**config.mk**
```make
export PLATFORM = sky130hd
export DESIGN_NAME = cond_check
export DESIGN_NICKNAME = d
export VERILOG_FILES = /design/src/rtl/cond_check.sv
export SDC_FILE = /design/constraint.sdc
export NUM_CORES = 1
export LEC_CHECK = 0
export ABC_CLOCK_PERIOD_IN_PS = 1100
export BUFFER_PORTS_ARGS = -buffer_cell sky130_fd_sc_hd__buf_2
export CAP_MARGIN = 10
export CORE_AREA = 2 2 39 41
export CTS_BUF_LIST = sky130_fd_sc_hd__clkbuf_2
export DETAILED_ROUTE_END_ITERATION = 10
export DIE_AREA = 0 0 41 43
export GPL_ROUTABILITY_DRIVEN = 0
export GPL_TIMING_DRIVEN = 0
export PLACE_DENSITY = 0.3
export RECOVER_POWER = 100
export SYNTH_ARGS = -nofsm -noshare
export SYNTH_HDL_FRONTEND = slang
export SYNTH_SLANG_ARGS = --single-unit
```
**constraint.sdc**
```tcl
create_clock -name clk -period 1.1 [get_ports clk]
set_input_delay 0.11 -clock clk [delete_from_list [all_inputs] [get_ports clk]]
set_output_delay 0.11 -clock clk [all_outputs]
set_load 0.05 [all_outputs]
```
**src/rtl/cond_check.sv**
```systemverilog
// ============================================================================
// Module   : cond_check
// Purpose  : ARM-style condition-code evaluation against NZCV flags, with a
//            combinational execute-enable and a one-cycle registered copy.
// Revision : 1.0 - initial release
// ============================================================================
`default_nettype none

module cond_check (
    input  logic       clk,
    input  logic       reset,
    input  logic [3:0] Cond,
    input  logic [3:0] Flags,
    output logic       CondEx,
    output logic       CondEx_q
);

    localparam logic [3:0] c_EQ = 4'b0000;
    localparam logic [3:0] c_NE = 4'b0001;
    localparam logic [3:0] c_CS = 4'b0010;
    localparam logic [3:0] c_CC = 4'b0011;
    localparam logic [3:0] c_MI = 4'b0100;
    localparam logic [3:0] c_PL = 4'b0101;
    localparam logic [3:0] c_VS = 4'b0110;
    localparam logic [3:0] c_VC = 4'b0111;
    localparam logic [3:0] c_HI = 4'b1000;
    localparam logic [3:0] c_LS = 4'b1001;
    localparam logic [3:0] c_GE = 4'b1010;
    localparam logic [3:0] c_LT = 4'b1011;
    localparam logic [3:0] c_GT = 4'b1100;
    localparam logic [3:0] c_LE = 4'b1101;
    localparam logic [3:0] c_AL = 4'b1110;

    logic w_n;
    logic w_z;
    logic w_c;
    logic w_v;
    logic w_ge;
    logic w_condex;
    logic r_condex_q;

    assign w_n  = Flags[3];
    assign w_z  = Flags[2];
    assign w_c  = Flags[1];
    assign w_v  = Flags[0];
    assign w_ge = ~(w_n ^ w_v);

    // The default arm covers AL and the unconditional space, so every code is defined.
    always_comb begin
        w_condex = 1'b1;
        case (Cond)
            c_EQ:    w_condex = w_z;
            c_NE:    w_condex = ~w_z;
            c_CS:    w_condex = w_c;
            c_CC:    w_condex = ~w_c;
            c_MI:    w_condex = w_n;
            c_PL:    w_condex = ~w_n;
            c_VS:    w_condex = w_v;
            c_VC:    w_condex = ~w_v;
            c_HI:    w_condex = w_c & ~w_z;
            c_LS:    w_condex = ~w_c | w_z;
            c_GE:    w_condex = w_ge;
            c_LT:    w_condex = ~w_ge;
            c_GT:    w_condex = ~w_z & w_ge;
            c_LE:    w_condex = w_z | ~w_ge;
            c_AL:    w_condex = 1'b1;
            default: w_condex = 1'b1;
        endcase
    end

    assign CondEx = w_condex;

    always_ff @(posedge clk or negedge reset) begin
        if (!reset) begin
            r_condex_q <= 1'b0;
        end else begin
            r_condex_q <= w_condex;
        end
    end

    assign CondEx_q = r_condex_q;

endmodule

`default_nettype wire

```
=== Yosys cells after proc, flatten, opt, wreduce, memory -nomap -nowiden ===
Cells that the tools add are included.

* Equal/unequal tests: 13
* Multiplexer cells: 1
* Bitwise gates (word level): 10
* Reduce and logical (&&, ||, !) cells: 1

{| class="wikitable"
|+ Operators by type and width
! kind !! count
|-
| $eq 4x4->1 const B || 6
|-
| $eq 4x3->1 const B || 4
|-
| $pmux 1 s14 || 1
|-
| $eq 4x2->1 const B || 2
|-
| $not 1->1 || 5
|-
| $eq 4x1->1 const B || 1
|-
| $logic_not 4->1 || 1
|-
| $and 1x1->1 || 2
|-
| $or 1x1->1 || 2
|-
| $xor 1x1->1 || 1
|}

* Flip-flop bits (word level): 1
* Input port bits: 10
* Output and inout bits: 2
* Logic and storage cells: 26

=== Depth between registers and ports, before layout ===
Gate-level depths: netlist of the first run.

* Word-level depth: 4
* Gate-level depth with buffers: 4
* Depth with buffers taken out: 4

=== Least setup slack after synthesis of the first run ===
No wires, ideal clock.

* Path kind: in2reg
* Start point: in Cond[3]
* End point: reg r_condex_q (netlist: CondEx_q)
* Library setup time: 259 ps
* Arrival time: 1781 ps
* Required time: 841 ps
* Path slack: -939 ps
* Stages: 4
* Path buffers: 0
* Cells stage by stage: and3b_1 -> a22oi_1 -> xor2_1 -> o311ai_1

* Cells in the longest elaborated chain, start to end: 2
* Elaborated cells between the ends (all ways): 15
* Those cells by class: eq/ne (13); mux (1); reduce/logical (1)

{| class="wikitable"
|+ RTL lines
! element !! line !! RTL
|-
| start, declared || 12 || <nowiki>input logic [3:0] Cond,</nowiki>
|-
| $eq 4x4->1, or another cell as far along || 51 || <nowiki>case (Cond)</nowiki>
|-
| $pmux 1 s14 (*) || 51 ||
|-
| net CondEx || 14 || <nowiki>output logic CondEx,</nowiki>
|-
| end signal, assigned || 77 || <nowiki>r_condex_q <= w_condex;</nowiki>
|-
| end, declared || 40 || <nowiki>logic r_condex_q;</nowiki>
|}

Mark *: on every way through the listed nets, which the timed path passes. The rest lies on a longest branch.

=== Final worst setup path of the first run ===
* Start point: in Cond[1]
* End point: out CondEx

* Cells in the longest elaborated chain, start to end: 2
* Elaborated cells between the ends (all ways): 15
* Those cells by class: eq/ne (13); mux (1); reduce/logical (1)

{| class="wikitable"
|+ RTL lines
! element !! line
|-
| $eq 4x4->1, or another cell as far along || 51
|-
| $pmux 1 s14 (*) || 51
|-
| end, declared || 14
|}

Mark *: on every way between the ends. The rest lies on a longest branch, timed or not.

==> impl_metrics.json, run 1 <==
{
  "grt_pass1_wl_microns": 731,
  "grt_max_degree": 7,
  "slew_violations": 0,
  "cp_max_fo": 2,
  "p_leak_uw": 0.000149,
  "p_sw_uw": 101,
  "violations": "negative setup slack",
  "drt_pre_antenna_iters": 1,
  "core.rowCount": 14,
  "synth_area_per_cell_sq_um": 8.30,
  "critical-path-slowest-cell": "o32a_1",
  "pre_cts_slack_ns": -0.320,
  "setup_ws_ns": -0.141,
  "cp_cell_sequence": "buf_8 > mux2i_1 > xor2_1 > o32a_1 > o311ai_4 > buf_6",
  "yosysSeqAreaShare": 0.159,
  "slew_headroom": 0.610,
  "power_frac_clock": 0,
  "max_freq_mhz": 806,
  "multi_input_area_sq_um": 185,
  "coreArea_sq_um": 1380,
  "drive_above_1_share": 0.500,
  "die_area_sq_um": 1760,
  "nFillCells": 145,
  "ys_warn_count": 0,
  "regArea_sq_um": 25.0,
  "die_h_microns": 43,
  "min_period_ns": 1.24,
  "grt_pass1_vias": 204,
  "setup_violations": 1,
  "netlist-cell-type-count": 14,
  "status": "finished, violations left",
  "met1_length_microns": 135,
  "synthCells": 19,
  "power_per_cell_area_nw_per_um2": 665,
  "internal_power_uw": 135,
  "maxCapViolCount": 0,
  "mostFrequentLayoutCells": "buf_6, buf_4",
  "wl_per_cell_microns": 8.46,
  "clkTransAtPathRegs_ns": 0,
  "combinationalPowerShare": 0.812,
  "slowest_delay_ns": 0.37,
  "ys_ff_latch": 1,
  "post-route-drc-count": 0,
  "largest_reg_flops": 1,
  "drtAntennaViolNets": 0,
  "grt-ovfl-total": 0,
  "wl_met2_microns": 242,
  "vias": 192,
  "initial_utilization": 0.114,
  "holdWs_ns": 0.418,
  "highest_layer": "met3",
  "period_share": 1.13,
  "crit_start": "Cond[1]",
  "nNetsFinal": 44,
  "final_common_cell": "buf_6",
  "hold_viol_final": 0,
  "cp-end-kind": "primary output",
  "die_w_microns": 41,
  "worstPathRequired_ns": 0.99,
  "drtIter0Drc": 0,
  "place_area_sq_um": 250,
  "critical_path_class": "in2out",
  "dr_wl_met3_microns": 29,
  "syn_area_sq_um": 158,
  "swShare": 0.427,
  "stdcell_area_sq_um": 355,
  "synth_fp_nets": 29,
  "numPortBuffers": 11,
  "irDropWorstVdd_mv": 0.131,
  "worstPathArrival_ns": 1.13,
  "pin_count": 12,
  "rsz0062_at_grt": "true",
  "p_seq_frac": 0.188,
  "start_kind": "input port",
  "holdCritPathClass": "in2async",
  "syn2layout_area_growth_pct": 125,
  "post_drt_via_cell_ratio": 4.00,
  "tightest_slew_ns": 0.587,
  "endpoint": "CondEx",
  "antenna_found_initial": 0,
  "grtUsageTotal": 0.0550,
  "wl_microns": 406,
  "antenna_cells": 0
}
-- synthesized netlist by cell type --
| cell | number | area, sq um |
|---|---|---|
| xnor2_1 | 4 | 35.0 |
| nand2_1 | 2 | 7.51 |
| xor2_1 | 2 | 17.5 |
| a21boi_0 | 1 | 7.51 |
| a22oi_1 | 1 | 7.51 |
| and3b_1 | 1 | 8.76 |
| dfrtp_1 | 1 | 25.0 |
| inv_1 | 1 | 3.75 |
| mux2i_1 | 1 | 10.0 |
| nor2b_1 | 1 | 6.26 |
| nor3_1 | 1 | 5.00 |
| o21ai_0 | 1 | 5.00 |
| o311ai_1 | 1 | 8.76 |
| o32a_1 | 1 | 10.0 |
-- how the worst min path moves through the flow --
stage                       start       end  cells past startpoint
after global routing      Cond[2]  CondEx_q                      3
after detailed placement    reset  CondEx_q                      1
after global placement      reset  CondEx_q                      1
after floorplan             reset  CondEx_q                      0
final                       reset  CondEx_q                      2
after CTS                   reset  CondEx_q                      2
-- cell type report --
cell class                 count  share of cell area
multi-input combinational     17               0.521
inverter                       1              0.0106
timing repair buffer          13               0.342
sequential                     1              0.0704
tap                           16              0.0563
-- kinds of logic after synthesis --
kind of cell | after synthesis | share of synthesized area
simple gates | 5 | 0.175
buf+inv | 1 | 0.0238
xor+xnor | 6 | 0.333
flops | 1 | 0.159
compound gates | 5 | 0.246
mux | 1 | 0.0635
-- worst max-delay path, delay by kind of cell --
kind / cells / cell delay [ns]
xor gates and xnor gates: 1 / 0.16
AOI/OAI and AO/OA: 2 / 0.45
buffers and inverters: 2 / 0.30
muxes: 1 / 0.11
-- power groups by stage --
stage               clock network, uW  logic [uW]  registers (uW)
finish                              0         192            44.4
global route                        0         205            45.6
CTS                                 0         172            44.1
detailed placement                  0         144            44.1
global placement                    0         145            44.3
floorplan                           0        78.7            65.2
-- per-stage QoR --
stage	total power, uW	TNS (ns)	instances	util
floorplan	144	-0.261	19	-
global placement	190	-0.450	46	0.181
detailed placement	188	-0.443	46	0.181
CTS	216	-0.147	48	0.220
global route	251	-0.214	48	0.257
finish	236	-0.141	48	0.257
-- metal layers --
metal / vias up / GRT usage
li1: 94 / -
met2: 6 / 0.109
met1: 92 / 0.0635
met3: 0 / 0
met5: - / 0
met4: 0 / 0
-- what timing repair did --
action | in CTS | in global routing
pin swaps | 4 | 5
endpoints found under the setup margin | 2 | 2
buffers inserted | 1 | 0
gates cloned | 0 | 0
resized for setup | 9 | 15
hold endpoints to repair | 1 | 0
hold buffers | 1 | 0
(Power assumes the default switching activity.)
==> run 2: changes to the inputs <==
--- a/config.mk
+++ b/config.mk
@@ -14,7 +14,6 @@
 export DIE_AREA = 0 0 41 43
 export GPL_ROUTABILITY_DRIVEN = 0
 export GPL_TIMING_DRIVEN = 0
-export PLACE_DENSITY = 0.3
 export RECOVER_POWER = 100
 export SYNTH_ARGS = -nofsm -noshare
 export SYNTH_HDL_FRONTEND = slang
==> run 2 against run 1 <==
Against the previous run: the flow still finishes with violations (negative setup slack); setup slack better by 0.0060 ns; final area fell by 15%; largest power group unchanged; final cell count stayed put; sequential cell count did not move; first-iteration DRC count unchanged; critical path type unchanged; combinational power down 13%.
==> impl_metrics.json, run 2 (synthesis gave the netlist of run 1 again) <==
{
  "status": "finished, violations left",
  "violations": "negative setup slack",
  "place_area_sq_um": 250,
  "critical_path_class": "in2out",
  "die_h_microns": 43,
  "coreArea_sq_um": 1380,
  "wl_microns": 378,
  "holdWs_ns": 0.409,
  "die_area_sq_um": 1760,
  "critical_path.top_delay_family": "compound AO/OA/AOI/OAI gates",
  "antenna_found_initial": 0,
  "irDropWorstVdd_mv": 0.164,
  "start_kind": "input port",
  "antenna_cells": 0,
  "setup_violations": 1,
  "cp_cell_sequence": "buf_8 > mux2i_1 > xor2_1 > o32a_1 > o311ai_4 > buf_6",
  "drive_above_1_share": 0.438,
  "pin_count": 12,
  "worstPathRequired_ns": 0.99,
  "min_period_ns": 1.23,
  "grt_max_degree": 7,
  "die_w_microns": 41,
  "power_per_cell_area_nw_per_um2": 705,
  "wl_per_cell_microns": 7.88,
  "slowest_delay_ns": 0.36,
  "period_share": 1.12,
  "grt-ovfl-total": 0,
  "drt_pre_antenna_iters": 1,
  "slew_violations": 0,
  "fin_setup_tns_ns": -0.135,
  "clkTransAtPathRegs_ns": 0,
  "grt_pass1_vias": 172,
  "syn2layout_area_growth_pct": 91.3,
  "placed_cells": 46,
  "drtAntennaViolNets": 0,
  "post-route-drc-count": 0,
  "setup_ws_ns": -0.135,
  "p_leak_uw": 0.000132,
  "stdcell_area_sq_um": 302,
  "worstPathArrival_ns": 1.12,
  "cp-end-kind": "primary output",
  "core.rowCount": 14,
  "slew_headroom": 0.606,
  "finalNonFillerCells": 48,
  "rsz0062_at_grt": "true",
  "holdCritPathClass": "in2async",
  "maxCapViolCount": 0,
  "final_common_cell": "buf_2",
  "numPortBuffers": 11,
  "max_freq_mhz": 810,
  "path_buf_inv": 2,
  "pre_cts_slack_ns": -0.299,
  "grtUsageTotal": 0.0460,
  "cp_max_fo": 2,
  "post_drt_via_cell_ratio": 3.90,
  "critical-path-slowest-cell": "o32a_1",
  "initial_utilization": 0.114,
  "drtIter0Drc": 0,
  "largest_reg_flops": 1,
  "hold_viol_final": 0,
  "mostFrequentLayoutCells": "buf_2, nand2_1, xnor2_2, xor2_1, xnor2_1",
  "vias": 187,
  "grt_pass1_wl_microns": 614,
  "tightest_slew_ns": 0.593,
  "nNetsFinal": 44
}
[run 2: final cells by class]
type | instances | area [sq um]
Fill cell | 152 | 1080
Multi-Input combinational cell | 17 | 166
Timing Repair Buffer | 13 | 86.3
Sequential cell | 1 | 25.0
Tap cell | 16 | 20.0
Inverter | 1 | 3.75
[run 2: worst paths after layout]
kind	start	to	slack (ns)	cells after the start
min in group clk	Cond[2]	CondEx_q	0.46	3
max in group asynchronous	reset	CondEx_q	0.59	2
worst min-delay path	reset	CondEx_q	0.41	2
worst max-delay path	Cond[1]	CondEx	-0.13	6
[run 2: stage by stage]
step                      total power (uW)   util
final                                  213  0.218
after global placement                 186  0.181
after detailed placement               188  0.181
after global routing                   228  0.218
after floorplan                        144      -
after CTS                              213  0.214
[run 2: power by group]
part           internal [uW]  switching, uW
logic                   73.7           94.6
clock network              0              0
registers               43.1           1.31
total                    117           95.9
[run 2: metal layers]
| metal | routed length, microns | track usage | part of all wire |
|---|---|---|---|
| met1 | 169 | 0.0601 | 0.45 |
| met2 | 151 | 0.0781 | 0.40 |
| met3 | 58 | 0.0105 | 0.15 |
| met4 | 0 | 0 | 0 |
| met5 | 0 | 0 | 0 |
[run 2: what timing repair did]
item,in CTS,in global routing
gates resized for setup,8,2
gates cloned,0,0
endpoints found under the hold margin,1,0
endpoints found under the setup margin,2,2
pin swaps,3,2
setup buffers,1,0
hold buffers,1,0
